**config.mk**
```make
export PLATFORM = sky130hd
export DESIGN_NAME = buff_uart_ctrl
export DESIGN_NICKNAME = d
export VERILOG_FILES = /design/src/rtl/buff_uart_pkg.sv /design/src/rtl/uart_fifo.sv /design/src/rtl/buff_uart_ctrl.sv
export SDC_FILE = /design/constraint.sdc
export NUM_CORES = 1
export LEC_CHECK = 0
export CAP_MARGIN = 0
export CORE_MARGIN = 5
export CORE_UTILIZATION = 36
export CTS_BUF_LIST = sky130_fd_sc_hd__clkbuf_8
export DETAILED_ROUTE_END_ITERATION = 8
export HOLD_SLACK_MARGIN = 0.06
export PLACE_DENSITY_LB_ADDON = 0.25
export SKIP_LAST_GASP = 1
export SLEW_MARGIN = 30
export SYNTH_ARGS = -nofsm -noshare
export SYNTH_HDL_FRONTEND = slang
export SYNTH_HIERARCHICAL = 1
export SYNTH_SLANG_ARGS = --single-unit
```
**constraint.sdc**
```tcl
create_clock -name clk -period 2.9 [get_ports clk]
set_clock_uncertainty 0.15 [all_clocks]
set_input_delay 0.58 -clock clk [delete_from_list [all_inputs] [get_ports clk]]
set_output_delay 0.58 -clock clk [all_outputs]
set_load 0.05 [all_outputs]
```
**src/rtl/buff_uart_pkg.sv**
```systemverilog
// Shared types for the buffered UART: parity selection, TX/RX FSM states and status word bit positions.
package buff_uart_pkg;

   typedef enum logic [1:0] {PAR_NONE = 2'd0, PAR_EVEN = 2'd1, PAR_ODD = 2'd2} parity_e;

   typedef enum logic [2:0] {TX_IDLE, TX_START, TX_DATA, TX_PARITY, TX_STOP} tx_state_e;

   typedef enum logic [2:0] {RX_IDLE, RX_START, RX_DATA, RX_PARITY, RX_STOP, RX_BREAK} rx_state_e;

   localparam int ST_RX_NOT_EMPTY = 0;
   localparam int ST_RX_FULL      = 1;
   localparam int ST_TX_EMPTY     = 2;
   localparam int ST_TX_FULL      = 3;
   localparam int ST_TX_BUSY      = 4;
   localparam int ST_RX_OVERRUN   = 5;
   localparam int ST_TX_OVERFLOW  = 6;
   localparam int ST_FRAME_ERR    = 7;
   localparam int ST_PARITY_ERR   = 8;

endpackage

```
**src/rtl/uart_fifo.sv**
```systemverilog
// Show-ahead FIFO: rdata is the head entry with no read latency; push and pop take effect on the clock edge.
// Push into a full FIFO is ignored unless a pop happens in the same cycle; pop on empty is ignored.
module uart_fifo #(
   parameter int width = 8,
   parameter int depth = 4
) (
   input  logic                     clk,
   input  logic                     rst_n,
   input  logic                     push,
   input  logic [width-1:0]         wdata,
   input  logic                     pop,
   output logic [width-1:0]         rdata,
   output logic                     full,
   output logic                     empty,
   output logic [$clog2(depth):0]   count
);
   localparam int AW = $clog2(depth);

   logic [AW:0]      wr_ptr_q, wr_ptr_d, rd_ptr_q, rd_ptr_d;
   logic [width-1:0] mem_q [depth];
   logic             do_push, do_pop;

   // Pointers carry one extra wrap bit: equal means empty, differing only in the wrap bit means full.
   assign empty   = (wr_ptr_q == rd_ptr_q);
   assign full    = (wr_ptr_q[AW] != rd_ptr_q[AW]) && (wr_ptr_q[AW-1:0] == rd_ptr_q[AW-1:0]);
   assign count   = wr_ptr_q - rd_ptr_q;
   assign do_pop  = pop && !empty;
   assign do_push = push && (!full || do_pop);
   assign wr_ptr_d = wr_ptr_q + {{AW{1'b0}}, do_push};
   assign rd_ptr_d = rd_ptr_q + {{AW{1'b0}}, do_pop};
   assign rdata   = mem_q[rd_ptr_q[AW-1:0]];

   always_ff @(posedge clk or negedge rst_n) begin
      if (!rst_n) begin
         wr_ptr_q <= '0;
         rd_ptr_q <= '0;
      end else begin
         wr_ptr_q <= wr_ptr_d;
         rd_ptr_q <= rd_ptr_d;
      end
   end

   always_ff @(posedge clk) begin
      if (do_push) mem_q[wr_ptr_q[AW-1:0]] <= wdata;
   end

endmodule

```
**src/rtl/buff_uart_ctrl.sv**
```systemverilog
// Register-mapped full-duplex UART with independent RX/TX FIFOs, parity, sticky errors and a level irq.
// rdata lands one clock after a read strobe; no backpressure - writes to a full TX FIFO and frames into a full RX FIFO are dropped and flagged.
module buff_uart_ctrl
   import buff_uart_pkg::*;
#(
   parameter int      width         = 8,
   parameter int      rx_depth      = 4,
   parameter int      tx_depth      = 4,
   parameter int      address_width = 4,
   parameter int      rx_address    = 0,
   parameter int      tx_address    = 1,
   parameter int      stat_address  = 2,
   parameter parity_e parity_mode   = PAR_NONE,
   parameter int      stop_bits     = 1,
   parameter int      baud_rate     = 9600,
   parameter int      clock_freq    = 460800
) (
   input  logic                     clk,
   input  logic                     rst_n,
   input  logic                     rx,
   output logic                     tx,
   input  logic [address_width-1:0] active_address,
   input  logic                     read_enable,
   input  logic                     write_enable,
   input  logic [width-1:0]         wdata,
   output logic [width-1:0]         rdata,
   output logic                     irq
);
   localparam int DIV  = clock_freq / baud_rate;
   localparam int CW   = $clog2(DIV);
   localparam int BW   = $clog2(width);
   localparam int RXAW = $clog2(rx_depth);
   localparam int TXAW = $clog2(tx_depth);
   localparam logic [CW-1:0] DIV_LAST  = CW'(DIV - 1);
   localparam logic [CW-1:0] DIV_HALF  = CW'(DIV / 2 - 1);
   localparam logic [BW-1:0] BIT_LAST  = BW'(width - 1);
   localparam logic [BW-1:0] STOP_LAST = BW'(stop_bits - 1);

   if (DIV < 4 || DIV * baud_rate != clock_freq) begin : g_bad_div
      $error("buff_uart_ctrl: clock_freq/baud_rate must be an integer >= 4");
   end
   if (width < 5 || width > 9 || stop_bits < 1 || stop_bits > 2) begin : g_bad_frame
      $error("buff_uart_ctrl: width must be 5..9 and stop_bits 1 or 2");
   end
   if (rx_depth < 2 || tx_depth < 2 || (1 << RXAW) != rx_depth || (1 << TXAW) != tx_depth) begin : g_bad_depth
      $error("buff_uart_ctrl: FIFO depths must be powers of 2, >= 2");
   end

   logic rd_rx, rd_stat, wr_tx;
   assign rd_rx   = read_enable  && (active_address == address_width'(rx_address));
   assign rd_stat = read_enable  && (active_address == address_width'(stat_address));
   assign wr_tx   = write_enable && (active_address == address_width'(tx_address));

   logic             rx_push, rx_pop, rx_full, rx_empty;
   logic             tx_pop, tx_full, tx_empty;
   logic [width-1:0] rx_head, tx_head, rx_shift_q, rx_shift_d;
   logic [RXAW:0]    rx_count;
   logic [TXAW:0]    tx_count;

   assign rx_pop = rd_rx && !rx_empty;

   uart_fifo #(.width(width), .depth(rx_depth)) u_rx_fifo (
      .clk(clk), .rst_n(rst_n), .push(rx_push), .wdata(rx_shift_q), .pop(rx_pop),
      .rdata(rx_head), .full(rx_full), .empty(rx_empty), .count(rx_count));

   uart_fifo #(.width(width), .depth(tx_depth)) u_tx_fifo (
      .clk(clk), .rst_n(rst_n), .push(wr_tx), .wdata(wdata), .pop(tx_pop),
      .rdata(tx_head), .full(tx_full), .empty(tx_empty), .count(tx_count));

   // ---------------- transmitter ----------------
   tx_state_e        tx_state_q, tx_state_d;
   logic [CW-1:0]    tx_cnt_q, tx_cnt_d;
   logic [BW-1:0]    tx_bit_q, tx_bit_d;
   logic [width-1:0] tx_shift_q, tx_shift_d;
   logic             tx_par_q, tx_par_d;
   logic             tx_bit_end;

   assign tx_bit_end = (tx_cnt_q == DIV_LAST);

   always_comb begin
      tx_state_d = tx_state_q;
      tx_cnt_d   = tx_cnt_q + 1'b1;
      tx_bit_d   = tx_bit_q;
      tx_shift_d = tx_shift_q;
      tx_par_d   = tx_par_q;
      tx_pop     = 1'b0;
      tx         = 1'b1;
      case (tx_state_q)
         TX_IDLE: begin
            tx_cnt_d = '0;
            if (!tx_empty) begin
               tx_pop     = 1'b1;
               tx_shift_d = tx_head;
               tx_par_d   = ^tx_head ^ (parity_mode == PAR_ODD);
               tx_state_d = TX_START;
            end
         end
         TX_START: begin
            tx = 1'b0;
            if (tx_bit_end) begin
               tx_cnt_d   = '0;
               tx_bit_d   = '0;
               tx_state_d = TX_DATA;
            end
         end
         TX_DATA: begin
            tx = tx_shift_q[0];
            if (tx_bit_end) begin
               tx_cnt_d   = '0;
               tx_shift_d = tx_shift_q >> 1;
               if (tx_bit_q == BIT_LAST) begin
                  tx_bit_d   = '0;
                  tx_state_d = (parity_mode == PAR_NONE) ? TX_STOP : TX_PARITY;
               end else begin
                  tx_bit_d = tx_bit_q + 1'b1;
               end
            end
         end
         TX_PARITY: begin
            tx = tx_par_q;
            if (tx_bit_end) begin
               tx_cnt_d   = '0;
               tx_state_d = TX_STOP;
            end
         end
         TX_STOP: begin
            if (tx_bit_end) begin
               tx_cnt_d = '0;
               if (tx_bit_q == STOP_LAST) begin
                  tx_bit_d   = '0;
                  tx_state_d = TX_IDLE;
                  // Chain straight into the next start bit so buffered frames leave without an idle gap.
                  if (!tx_empty) begin
                     tx_pop     = 1'b1;
                     tx_shift_d = tx_head;
                     tx_par_d   = ^tx_head ^ (parity_mode == PAR_ODD);
                     tx_state_d = TX_START;
                  end
               end else begin
                  tx_bit_d = tx_bit_q + 1'b1;
               end
            end
         end
         default: tx_state_d = TX_IDLE;
      endcase
   end

   // ---------------- receiver ----------------
   rx_state_e     rx_state_q, rx_state_d;
   logic [CW-1:0] rx_cnt_q, rx_cnt_d;
   logic [BW-1:0] rx_bit_q, rx_bit_d;
   logic          rx_par_q, rx_par_d;
   logic          rx_s1_q, rx_s2_q, rx_prev_q;
   logic          frame_set, parity_set, overrun_set;

   always_comb begin
      rx_state_d  = rx_state_q;
      rx_cnt_d    = rx_cnt_q + 1'b1;
      rx_bit_d    = rx_bit_q;
      rx_shift_d  = rx_shift_q;
      rx_par_d    = rx_par_q;
      rx_push     = 1'b0;
      frame_set   = 1'b0;
      parity_set  = 1'b0;
      overrun_set = 1'b0;
      case (rx_state_q)
         RX_IDLE: begin
            rx_cnt_d = '0;
            if (rx_prev_q && !rx_s2_q) rx_state_d = RX_START;
         end
         RX_START: begin
            if (rx_cnt_q == DIV_HALF) begin
               rx_cnt_d   = '0;
               rx_bit_d   = '0;
               rx_state_d = rx_s2_q ? RX_IDLE : RX_DATA;
            end
         end
         RX_DATA: begin
            if (rx_cnt_q == DIV_LAST) begin
               rx_cnt_d   = '0;
               rx_shift_d = {rx_s2_q, rx_shift_q[width-1:1]};
               if (rx_bit_q == BIT_LAST) begin
                  rx_state_d = (parity_mode == PAR_NONE) ? RX_STOP : RX_PARITY;
               end else begin
                  rx_bit_d = rx_bit_q + 1'b1;
               end
            end
         end
         RX_PARITY: begin
            if (rx_cnt_q == DIV_LAST) begin
               rx_cnt_d   = '0;
               rx_par_d   = rx_s2_q;
               rx_state_d = RX_STOP;
            end
         end
         RX_STOP: begin
            if (rx_cnt_q == DIV_LAST) begin
               rx_cnt_d   = '0;
               rx_state_d = RX_IDLE;
               if (!rx_s2_q) begin
                  frame_set  = 1'b1;
                  rx_state_d = RX_BREAK;
               end else if (parity_mode != PAR_NONE &&
                            ((^rx_shift_q ^ rx_par_q) != (parity_mode == PAR_ODD))) begin
                  parity_set = 1'b1;
               end else begin
                  rx_push     = 1'b1;
                  overrun_set = rx_full && !rx_pop;
               end
            end
         end
         RX_BREAK: begin
            rx_cnt_d = '0;
            if (rx_s2_q) rx_state_d = RX_IDLE;
         end
         default: rx_state_d = RX_IDLE;
      endcase
   end

   // ---------------- host side ----------------
   logic [3:0]       sticky_q, sticky_d;
   logic [8:0]       stat_v;
   logic [width-1:0] rdata_q, rdata_d;

   // A flag raised in the cycle of a status read survives the clear.
   assign sticky_d = ({parity_set, frame_set, wr_tx && tx_full && !tx_pop, overrun_set})
                     | (rd_stat ? 4'b0 : sticky_q);

   always_comb begin
      stat_v                  = '0;
      stat_v[ST_RX_NOT_EMPTY] = !rx_empty;
      stat_v[ST_RX_FULL]      = (rx_count == (RXAW + 1)'(rx_depth));
      stat_v[ST_TX_EMPTY]     = tx_empty;
      stat_v[ST_TX_FULL]      = (tx_count == (TXAW + 1)'(tx_depth));
      stat_v[ST_TX_BUSY]      = (tx_state_q != TX_IDLE);
      stat_v[ST_RX_OVERRUN]   = sticky_q[0];
      stat_v[ST_TX_OVERFLOW]  = sticky_q[1];
      stat_v[ST_FRAME_ERR]    = sticky_q[2];
      stat_v[ST_PARITY_ERR]   = sticky_q[3];
   end

   always_comb begin
      rdata_d = rdata_q;
      if (rd_rx)        rdata_d = rx_empty ? '0 : rx_head;
      else if (rd_stat) rdata_d = width'(stat_v);
   end

   assign rdata = rdata_q;
   assign irq   = !rx_empty || (|sticky_q);

   always_ff @(posedge clk or negedge rst_n) begin
      if (!rst_n) begin
         tx_state_q <= TX_IDLE;
         tx_cnt_q   <= '0;
         tx_bit_q   <= '0;
         tx_shift_q <= '0;
         tx_par_q   <= 1'b0;
         rx_state_q <= RX_IDLE;
         rx_cnt_q   <= '0;
         rx_bit_q   <= '0;
         rx_shift_q <= '0;
         rx_par_q   <= 1'b0;
         rx_s1_q    <= 1'b1;
         rx_s2_q    <= 1'b1;
         rx_prev_q  <= 1'b1;
         sticky_q   <= '0;
         rdata_q    <= '0;
      end else begin
         tx_state_q <= tx_state_d;
         tx_cnt_q   <= tx_cnt_d;
         tx_bit_q   <= tx_bit_d;
         tx_shift_q <= tx_shift_d;
         tx_par_q   <= tx_par_d;
         rx_state_q <= rx_state_d;
         rx_cnt_q   <= rx_cnt_d;
         rx_bit_q   <= rx_bit_d;
         rx_shift_q <= rx_shift_d;
         rx_par_q   <= rx_par_d;
         rx_s1_q    <= rx;
         rx_s2_q    <= rx_s1_q;
         rx_prev_q  <= rx_s2_q;
         sticky_q   <= sticky_d;
         rdata_q    <= rdata_d;
      end
   end

endmodule

```
==> flow_metrics.env, run 1 <==
export IMPL_syn_nets=449
export IMPL_layout_common_cells="64 x dfrtp_1, 64 x edfxtp_1, 28 x mux2_2, 28 x buf_4"
export IMPL_grt_max_degree=31
export IMPL_p_seq_share_pct=42.5
export IMPL_synth_ff_type="edfxtp_1"
export IMPL_p_int_mw=3.81
export IMPL_p_sw_share_pct=31.7
export IMPL_cp_end_kind="output port"
export IMPL_dp_hpwl_mm=8.17
export IMPL_cp_num_buf_inv=2
export IMPL_postRouteAntennaNets=0
export IMPL_syn_area_per_cell_um2=14.5
export IMPL_crit_fanout=3
export IMPL_areaGrowthSynthToFinish_pct=19.3
export IMPL_synth_seq_cells=131
export IMPL_drt_iter0_drc=148
export IMPL_viasPerCell=4.90
export IMPL_row_count=47
export IMPL_slowest_stage="or4b_4"
export IMPL_num_vias=3459
export IMPL_ys_types=61
export IMPL_die_h_um=139
export IMPL_drive_above_1_share_pct=24.9
export IMPL_synth_edf_count=64
export IMPL_multiInputGateArea_um2=2270
export IMPL_fin_util_pct=43.5
export IMPL_clockPowerShare_pct=28.2
export IMPL_timing_final_crit_share_pct=95.9
export IMPL_finalHoldViolCount=0
export IMPL_clk_latency_ns=0.43
export IMPL_max_freq_ghz=0.359
export IMPL_rsz0062_at_grt="true"
export IMPL_overflow=0
export IMPL_grt_pass1_vias=3572
export IMPL_outcome="finished, final reports clean"
export IMPL_track_usage_pct=12.3
export IMPL_antennaDiodeCount=0
export IMPL_layout_nets=511
export IMPL_worst_setup_path_start_kind="flip-flop"
export IMPL_path_clk_slew_ns=0.07
export IMPL_dieArea_um2=19300
export IMPL_crit_family="simple AND/OR/NAND/NOR gates"
export IMPL_grt_first_pass_wirelength_mm=18.8
export IMPL_holdWs_ns=0.208
export IMPL_io_buffers=26
export IMPL_worst_pin_slew_ns=0.513
export IMPL_syn_area_um2=5980
export IMPL_cts_max_level=4
export IMPL_hold_class="flip-flop to flip-flop"
export IMPL_io_pin_count=27
export IMPL_seq_area_frac_synth_pct=60.3
export IMPL_worst_ir_drop_vdd_mv=0.364
export IMPL_powerDensity_nw_per_um2=782
export IMPL_comb_power_share_pct=29.4
export IMPL_cts_sinks=131
export IMPL_slew_viol_final=0
export IMPL_place_gp_congestion=0.766
export IMPL_clock_path_buffers=2
export IMPL_drv_cap=0
export IMPL_worstPathCellList="inv_1 -> ha_1 -> nand2_2 -> nor2_2 -> or4b_4 -> buf_8"
export IMPL_synthCells=411
export IMPL_cts_inserted_buffers=17
export IMPL_required_ns=2.17
export IMPL_die_w_um=139
export IMPL_p_leak_nw=2.88
export IMPL_wirelength_mm=11.2
export IMPL_root_buffer="clkbuf_8"
export IMPL_fin_crit_ns=2.78
export IMPL_drc=0
export IMPL_wl_per_cell_um=15.9
export IMPL_core_um2=16400
export IMPL_cts_tree="built"
export IMPL_yosys_warnings=6
export IMPL_setup_viol_count_final=0
export IMPL_max_slew_margin_pct=65.4
export IMPL_fillers=1479
export IMPL_register_area_um2=3600
export IMPL_start_util_pct=36.4
export IMPL_cpPeakStageDelay_ns=0.49
export IMPL_antenna_found_initial=0
export IMPL_dr_pass1_iters=4
export IMPL_worst_ep_arrival_time_ns=2.05
export IMPL_path_class="flip-flop to output port"
export IMPL_synthArstFlopShare_pct=51.1
export IMPL_power_switching_mw=1.77
[synth_stat cells, types with 2 or more instances]
master     n  area share (%)
and3b_1    2            0.29
o21a_1     2            0.25
clkbuf_1   5            0.31
xnor2_1   14             2.1
nand2_1   14            0.88
buf_2      5            0.42
dfrtp_1   64              27
nor3b_1    4            0.50
dfstp_2    3             1.3
a32o_1     3            0.50
nor2_1    24             1.5
nand3b_1   2            0.25
fa_1       2            0.67
a211oi_1   8             1.0
mux4_1     8             3.5
edfxtp_1  64              32
o21ai_0    6            0.50
a21oi_1   21             1.8
nor4bb_1   3            0.50
ha_1      19             4.0
a22oi_1    3            0.38
nand2b_1   7            0.73
mux4_2     8             3.0
and3_1     5            0.52
o211ai_1   2            0.25
mux2_2    28             5.3
nand3_1    4            0.34
mux2i_1    4            0.67
xor2_1     9             1.3
a21boi_0   5            0.63
nor2b_1    7            0.73
or3b_2     2            0.29
inv_1     20             1.3
nor3_1     5            0.42
buf_6      2            0.38
xor2_2     2            0.54
[routing by layer]
| layer | up-vias | wire, um | track usage [%] | part of all wire, % |
|---|---|---|---|---|
| met2 | 40 | 5620 | 20.2 | 50 |
| li1 | 1660 | - | - | - |
| met1 | 1757 | 5150 | 15.7 | 46 |
| met3 | 2 | 393 | 3.93 | 3.5 |
| met5 | - | 0 | 0 | 0 |
| met4 | 0 | 51 | 4.02 | 0.45 |
[flip-flops by register name, indices dropped and copies added, names as in the netlist, 3 cells and up]
register	flops
rx_bit_q	3
u_rx_fifo/rd_ptr_q	3
u_tx_fifo/wr_ptr_q	3
u_tx_fifo/rd_ptr_q	3
u_rx_fifo/mem_q	32
u_tx_fifo/mem_q	32
tx_shift_q	8
tx_cnt_q	6
rx_shift_q	8
u_rx_fifo/wr_ptr_q	3
rx_cnt_q	6
sticky_q	3
rdata	8
tx_bit_q	3
tx_state_q	3
rx_state_q	3
[final cells by class]
class / count / share of cell area, %
clock buffers: 18 / 3.47
clock inverters: 14 / 2.28
inverters: 20 / 1.05
multi-input cells: 247 / 31.8
flip-flops and latches: 131 / 50.5
well taps: 220 / 3.86
repair buffers: 56 / 7.00
[worst paths after layout]
path                            slack [ns]  depth (start not counted)                               to                             from
worst max-delay path                  0.12                          6                              irq  u_rx_fifo/wr_ptr_q[0]$_DFF_PN0_
worst min register to register        0.21                          0                rx_s2_q$_DFF_PN1_                rx_s1_q$_DFF_PN1_
worst max register to register        0.20                         11  u_tx_fifo/wr_ptr_q[2]$_DFF_PN0_  u_tx_fifo/wr_ptr_q[0]$_DFF_PN0_
max in group asynchronous             1.49                          3            sticky_q[1]$_DFF_PN0_                            rst_n
worst min-delay path                  0.21                          0                rx_s2_q$_DFF_PN1_                rx_s1_q$_DFF_PN1_
min in group asynchronous             0.41                          2        rx_shift_q[0]$_DFFE_PN0P_                            rst_n
[cell families (layout without fill, tap and decap cells)]
group / count (synthesis) / in the layout / share of synthesized area, %
AOI/OAI and AO/OA: 59 / 59 / 6.57
xor gates and xnor gates: 25 / 25 / 3.92
adders and majority gates: 22 / 22 / 4.82
buffers and inverters: 33 / 108 / 2.49
DFF: 131 / 131 / 60.3
muxes: 49 / 49 / 12.7
and+or+nand+nor: 92 / 92 / 9.19
[power by group through the flow]
stage	Combinational, mW	Sequential, mW	Clock, mW
floorplan	1.20	2.42	0
global placement	1.62	2.40	0
detailed placement	1.64	2.40	0
CTS	1.66	2.37	1.63
global route	1.80	2.41	1.71
finish	1.64	2.37	1.57
[repair_timing]
action | 4_1_cts | 5_1_grt
pin swaps | 1 | 1
setup buffers | 3 | 0
resized for setup | 5 | 2
setup endpoints to repair | 2 | 3
hold buffers | 1 | 0
endpoints found under the hold margin | 8 | 0
[through the flow]
stage               power [mW]  cells  area, um2  TNS [ns]  setup WS, ns
floorplan                 3.61    411       6010     -4.94        -0.154
global placement          4.02    670       6670         0         0.146
detailed placement        4.05    670       6670         0         0.125
CTS                       5.66    706       7130         0        0.0419
global route              5.92    706       7130   -0.0283      -0.00655
finish                    5.58    706       7130         0         0.118
(Power assumes the default switching activity.)
==> run 2, diff against run 1 <==
CORE_MARGIN = 2   (was 5)
==> flow_metrics.env, run 2 (same netlist as run 1, synthesis figures left out) <==
export IMPL_outcome="finished, final reports clean"
export IMPL_root_buffer="clkbuf_8"
export IMPL_postRouteAntennaNets=0
export IMPL_worst_pin_slew_ns=0.839
export IMPL_cts_tree="built"
export IMPL_io_buffers=26
export IMPL_fin_crit_ns=2.75
export IMPL_cts_sinks=131
export IMPL_fin_setup_tns_ns=0
export IMPL_dp_cells=670
export IMPL_die_w_um=133
export IMPL_cts_inserted_buffers=17
export IMPL_io_pin_count=27
export IMPL_antenna_found_initial=0
export IMPL_drc=0
export IMPL_wirelength_mm=11.3
export IMPL_max_freq_ghz=0.364
export IMPL_grt_pass1_vias=3628
export IMPL_worst_slack_ns=0.155
export IMPL_row_count=47
export IMPL_layout_common_cells="64 x dfrtp_1, 64 x edfxtp_1, 28 x mux2_2"
export IMPL_path_clk_slew_ns=0.07
export IMPL_dr_pass1_iters=4
export IMPL_dieArea_um2=17600
export IMPL_powerDensity_nw_per_um2=773
export IMPL_hold_class="input pin to asynchronous set/reset pin"
export IMPL_cts_hold_buf=0
export IMPL_wl_per_cell_um=16.0
export IMPL_core_um2=16400
export IMPL_track_usage_pct=14.1
export IMPL_drv_cap=0
export IMPL_crit_fanout=3
export IMPL_finalPower_mw=5.49
export IMPL_dp_hpwl_mm=8.12
export IMPL_cts_max_level=4
export IMPL_worst_ep_arrival_time_ns=2.02
export IMPL_clock_path_buffers=2
export IMPL_setup_viol_count_final=0
export IMPL_rsz0062_at_grt="false"
export IMPL_areaGrowthSynthToFinish_pct=18.9
export IMPL_die_h_um=133
export IMPL_antennaDiodeCount=0
export IMPL_layout_nets=509
export IMPL_num_vias=3444
export IMPL_worst_setup_path_start_kind="flip-flop"
export IMPL_final_cell_area_um2=7100
export IMPL_worst_ir_drop_vdd_mv=0.349
export IMPL_drive_above_1_share_pct=24.6
export IMPL_dp_worst_setup_slack_ns=0.139
export IMPL_start_util_pct=36.4
export IMPL_clk_latency_ns=0.44
export IMPL_fin_util_pct=43.3
export IMPL_viasPerCell=4.90
export IMPL_finalHoldViolCount=0
export IMPL_cp_end_kind="output port"
export IMPL_grt_max_degree=37
export IMPL_path_class="flip-flop to output port"
export IMPL_layout_cells_non_filler=703
export IMPL_slew_viol_final=0
export IMPL_p_leak_nw=2.83
export IMPL_timing_final_crit_share_pct=94.7
export IMPL_overflow=0
export IMPL_required_ns=2.17
export IMPL_max_slew_margin_pct=44.1
export IMPL_holdWs_ns=0.0975
export IMPL_place_gp_congestion=0.751
export IMPL_drt_iter0_drc=239
export IMPL_place_area_um2=6680
export IMPL_grt_first_pass_wirelength_mm=19.1
run 2: what timing repair did:
action	CTS	global route
pin swaps	1	0
hold endpoints to repair	0	0
resized for setup	7	1
setup endpoints to repair	1	1
buffers inserted	2	0
run 2: final timing paths:
path | end | slack, ns | startpoint | cells after the start
max reg2reg | u_tx_fifo/wr_ptr_q[2]$_DFF_PN0_ | 0.25 | tx_bit_q[0]$_DFFE_PN0P_ | 11
max in group asynchronous | u_tx_fifo/wr_ptr_q[2]$_DFF_PN0_ | 1.84 | rst_n | 2
min reg2reg | rx_s2_q$_DFF_PN1_ | 0.21 | rx_s1_q$_DFF_PN1_ | 0
min in group clk | rx_s2_q$_DFF_PN1_ | 0.21 | rx_s1_q$_DFF_PN1_ | 0
min | rx_bit_q[2]$_DFFE_PN0P_ | 0.1 | rst_n | 1
max | irq | 0.15 | u_rx_fifo/rd_ptr_q[1]$_DFF_PN0_ | 6
run 2: worst max-delay path: stages, from the launching register on:
cell and delay (ns):
dfrtp_1 0.35, inv_1 0.07, ha_1 0.30, nand2_2 0.08, nor2_4 0.13, or4b_4 0.49, buf_8 0.17
run 2: per-layer routing:
| layer | track usage (%) | share of wire, % | vias up |
|---|---|---|---|
| met5 | 0 | 0 | - |
| met1 | 17.2 | 44 | 1735 |
| met4 | 5.68 | 1.6 | 0 |
| li1 | - | - | 1658 |
| met3 | 3.98 | 2.3 | 11 |
| met2 | 23.5 | 52 | 40 |
run 2: area by class of cell:
type	instances	area (um2)
Clock buffer	17	234
Clock inverter	14	138
Fill cell	1483	9300
Inverter	20	75.1
Multi-Input combinational cell	247	2280
Sequential cell	131	3600
Tap cell	220	275
Timing Repair Buffer	54	495
run 2: power by group:
part / internal (mW) / switching [mW]
logic: 0.782 / 0.886
clock network: 0.753 / 0.718
registers: 2.17 / 0.184
total: 3.71 / 1.79
==> run 3, diff against run 2 <==
CORE_UTILIZATION = 35   (was 36)
SKIP_CTS_REPAIR_TIMING = 1   (was default)
==> flow_metrics.env, run 3 (same netlist as run 1, synthesis figures left out) <==
export IMPL_drt_iter0_drc=200
export IMPL_crit_fanout=3
export IMPL_comb_power_share_pct=30.1
export IMPL_cts_max_level=4
export IMPL_dr_pass1_iters=4
export IMPL_cts_tree="built"
export IMPL_fillers=1496
export IMPL_r2r_start="u_tx_fifo/wr_ptr_q[0]$_DFF_PN0_"
export IMPL_layout_nets=511
export IMPL_worst_slack_ns=0.0893
export IMPL_hold_start="rx_s1_q$_DFF_PN1_"
export IMPL_worst_setup_path_start_kind="flip-flop"
export IMPL_drc=0
export IMPL_max_freq_ghz=0.356
export IMPL_antennaDiodeCount=0
export IMPL_p_seq_share_pct=42.5
export IMPL_cts_sinks=131
export IMPL_start_util_pct=35.9
export IMPL_root_buffer="clkbuf_8"
export IMPL_path_clk_slew_ns=0.09
export IMPL_clock_path_buffers=2
export IMPL_track_usage_pct=13.3
export IMPL_grt_pass1_vias=3616
export IMPL_max_slew_margin_pct=50.8
export IMPL_cts_inserted_buffers=17
export IMPL_dp_cells=670
export IMPL_outcome="finished, final reports clean"
export IMPL_crit_start="u_rx_fifo/rd_ptr_q[0]$_DFF_PN0_"
export IMPL_worstPathCellList="ha_1 -> nand2_2 -> nor2_4 -> or4b_4 -> buf_6"
export IMPL_io_buffers=26
export IMPL_rsz0062_at_grt="false"
export IMPL_wirelength_mm=11.0
export IMPL_worst_ir_drop_vdd_mv=0.348
export IMPL_die_w_um=135
export IMPL_die_h_um=135
export IMPL_cp_end_kind="output port"
export IMPL_postRouteAntennaNets=0
export IMPL_timing_final_crit_share_pct=96.9
export IMPL_dieArea_um2=18100
export IMPL_drv_cap=0
export IMPL_p_sw_share_pct=33.7
export IMPL_layout_cells_non_filler=706
export IMPL_path_class="flip-flop to output port"
export IMPL_clockPowerShare_pct=27.4
export IMPL_row_count=47
export IMPL_worst_pin_slew_ns=0.738
export IMPL_finalHoldViolCount=0
export IMPL_slew_viol_final=0
export IMPL_grt_first_pass_wirelength_mm=18.3
export IMPL_cpPeakStageDelay_ns=0.49
export IMPL_required_ns=2.17
export IMPL_antenna_found_initial=0
export IMPL_drive_above_1_share_pct=25.1
export IMPL_wl_per_cell_um=15.6
export IMPL_hold_class="flip-flop to flip-flop"
export IMPL_place_gp_congestion=0.789
export IMPL_dp_worst_setup_slack_ns=0.0599
export IMPL_p_leak_nw=2.87
export IMPL_setup_viol_count_final=0
export IMPL_io_pin_count=27
export IMPL_slowest_stage="or4b_4"
export IMPL_power_switching_mw=1.87
export IMPL_layout_common_cells="64 x dfrtp_1, 64 x edfxtp_1, 28 x mux2_2"
export IMPL_dp_hpwl_mm=8.03
export IMPL_fin_crit_ns=2.81
export IMPL_num_vias=3468
export IMPL_clk_latency_ns=0.45
export IMPL_powerDensity_nw_per_um2=776
export IMPL_areaGrowthSynthToFinish_pct=19.4
export IMPL_core_um2=16600
export IMPL_grt_max_degree=37
export IMPL_worst_ep_arrival_time_ns=2.08
export IMPL_p_int_mw=3.67
export IMPL_overflow=0
export IMPL_viasPerCell=4.91
-- run 3: per-stage QoR --
| stage | utilization, % | instance area (um2) | power (mW) | setup TNS [ns] | hold slack, ns |
|---|---|---|---|---|---|
| after global routing | 42.9 | 7130 | 5.89 | 0 | 0.215 |
| final | 42.9 | 7130 | 5.54 | 0 | 0.212 |
| after detailed placement | 40.2 | 6680 | 4.07 | 0 | 0.202 |
| after global placement | 40.2 | 6680 | 4.03 | 0 | 0.201 |
| after floorplan | - | 6010 | 3.61 | -4.94 | 0.134 |
| after CTS | 42.5 | 7070 | 5.62 | -0.413 | 0.0255 |
-- run 3: worst paths after layout --
path / end / slack, ns / depth (start not counted)
worst max-delay path: irq / 0.09 / 5
worst min-delay path: rx_s2_q$_DFF_PN1_ / 0.21 / 0
worst max register to register: u_tx_fifo/wr_ptr_q[2]$_DFF_PN0_ / 0.15 / 11
worst min register to register: rx_s2_q$_DFF_PN1_ / 0.21 / 0
max in group asynchronous: tx_shift_q[1]$_DFFE_PN0P_ / 1.36 / 3
min in group asynchronous: rx_shift_q[4]$_DFFE_PN0P_ / 0.58 / 2
-- run 3: worst max-delay path: cells and delay by family (launching register included) --
family                   cells  cell delay [ns]
adder cells (fa/ha/maj)      1             0.33
AND/OR/NAND/NOR              3             0.72
buffers and inverters        1             0.17
flip-flops                   1             0.40
-- run 3: per-layer routing --
layer  vias up  global-route usage (%)  wire (um)
met2        69                    19.9       5200
met1      1722                    17.6       5180
li1       1661                       -          -
met5         -                       0          0
met4         0                    6.43        191
met3        16                    3.98        429
-- run 3: area by class of cell --
type	count	area [um2]	share of cell area, %
clock buffer	17	234	3.28
clock inverter	15	156	2.19
inverter	20	75.1	1.05
multi-input combinational	247	2280	32.0
sequential	131	3600	50.5
tap	220	275	3.86
timing repair buffer	56	509	7.14
-- run 3: power groups by stage --
stage                     clock [mW]  combinational (mW)  sequential (mW)
after floorplan                    0                1.20             2.42
after global placement             0                1.65             2.39
after detailed placement           0                1.68             2.39
after CTS                       1.57                1.69             2.36
after global routing            1.66                1.84             2.39
final                           1.52                1.66             2.35
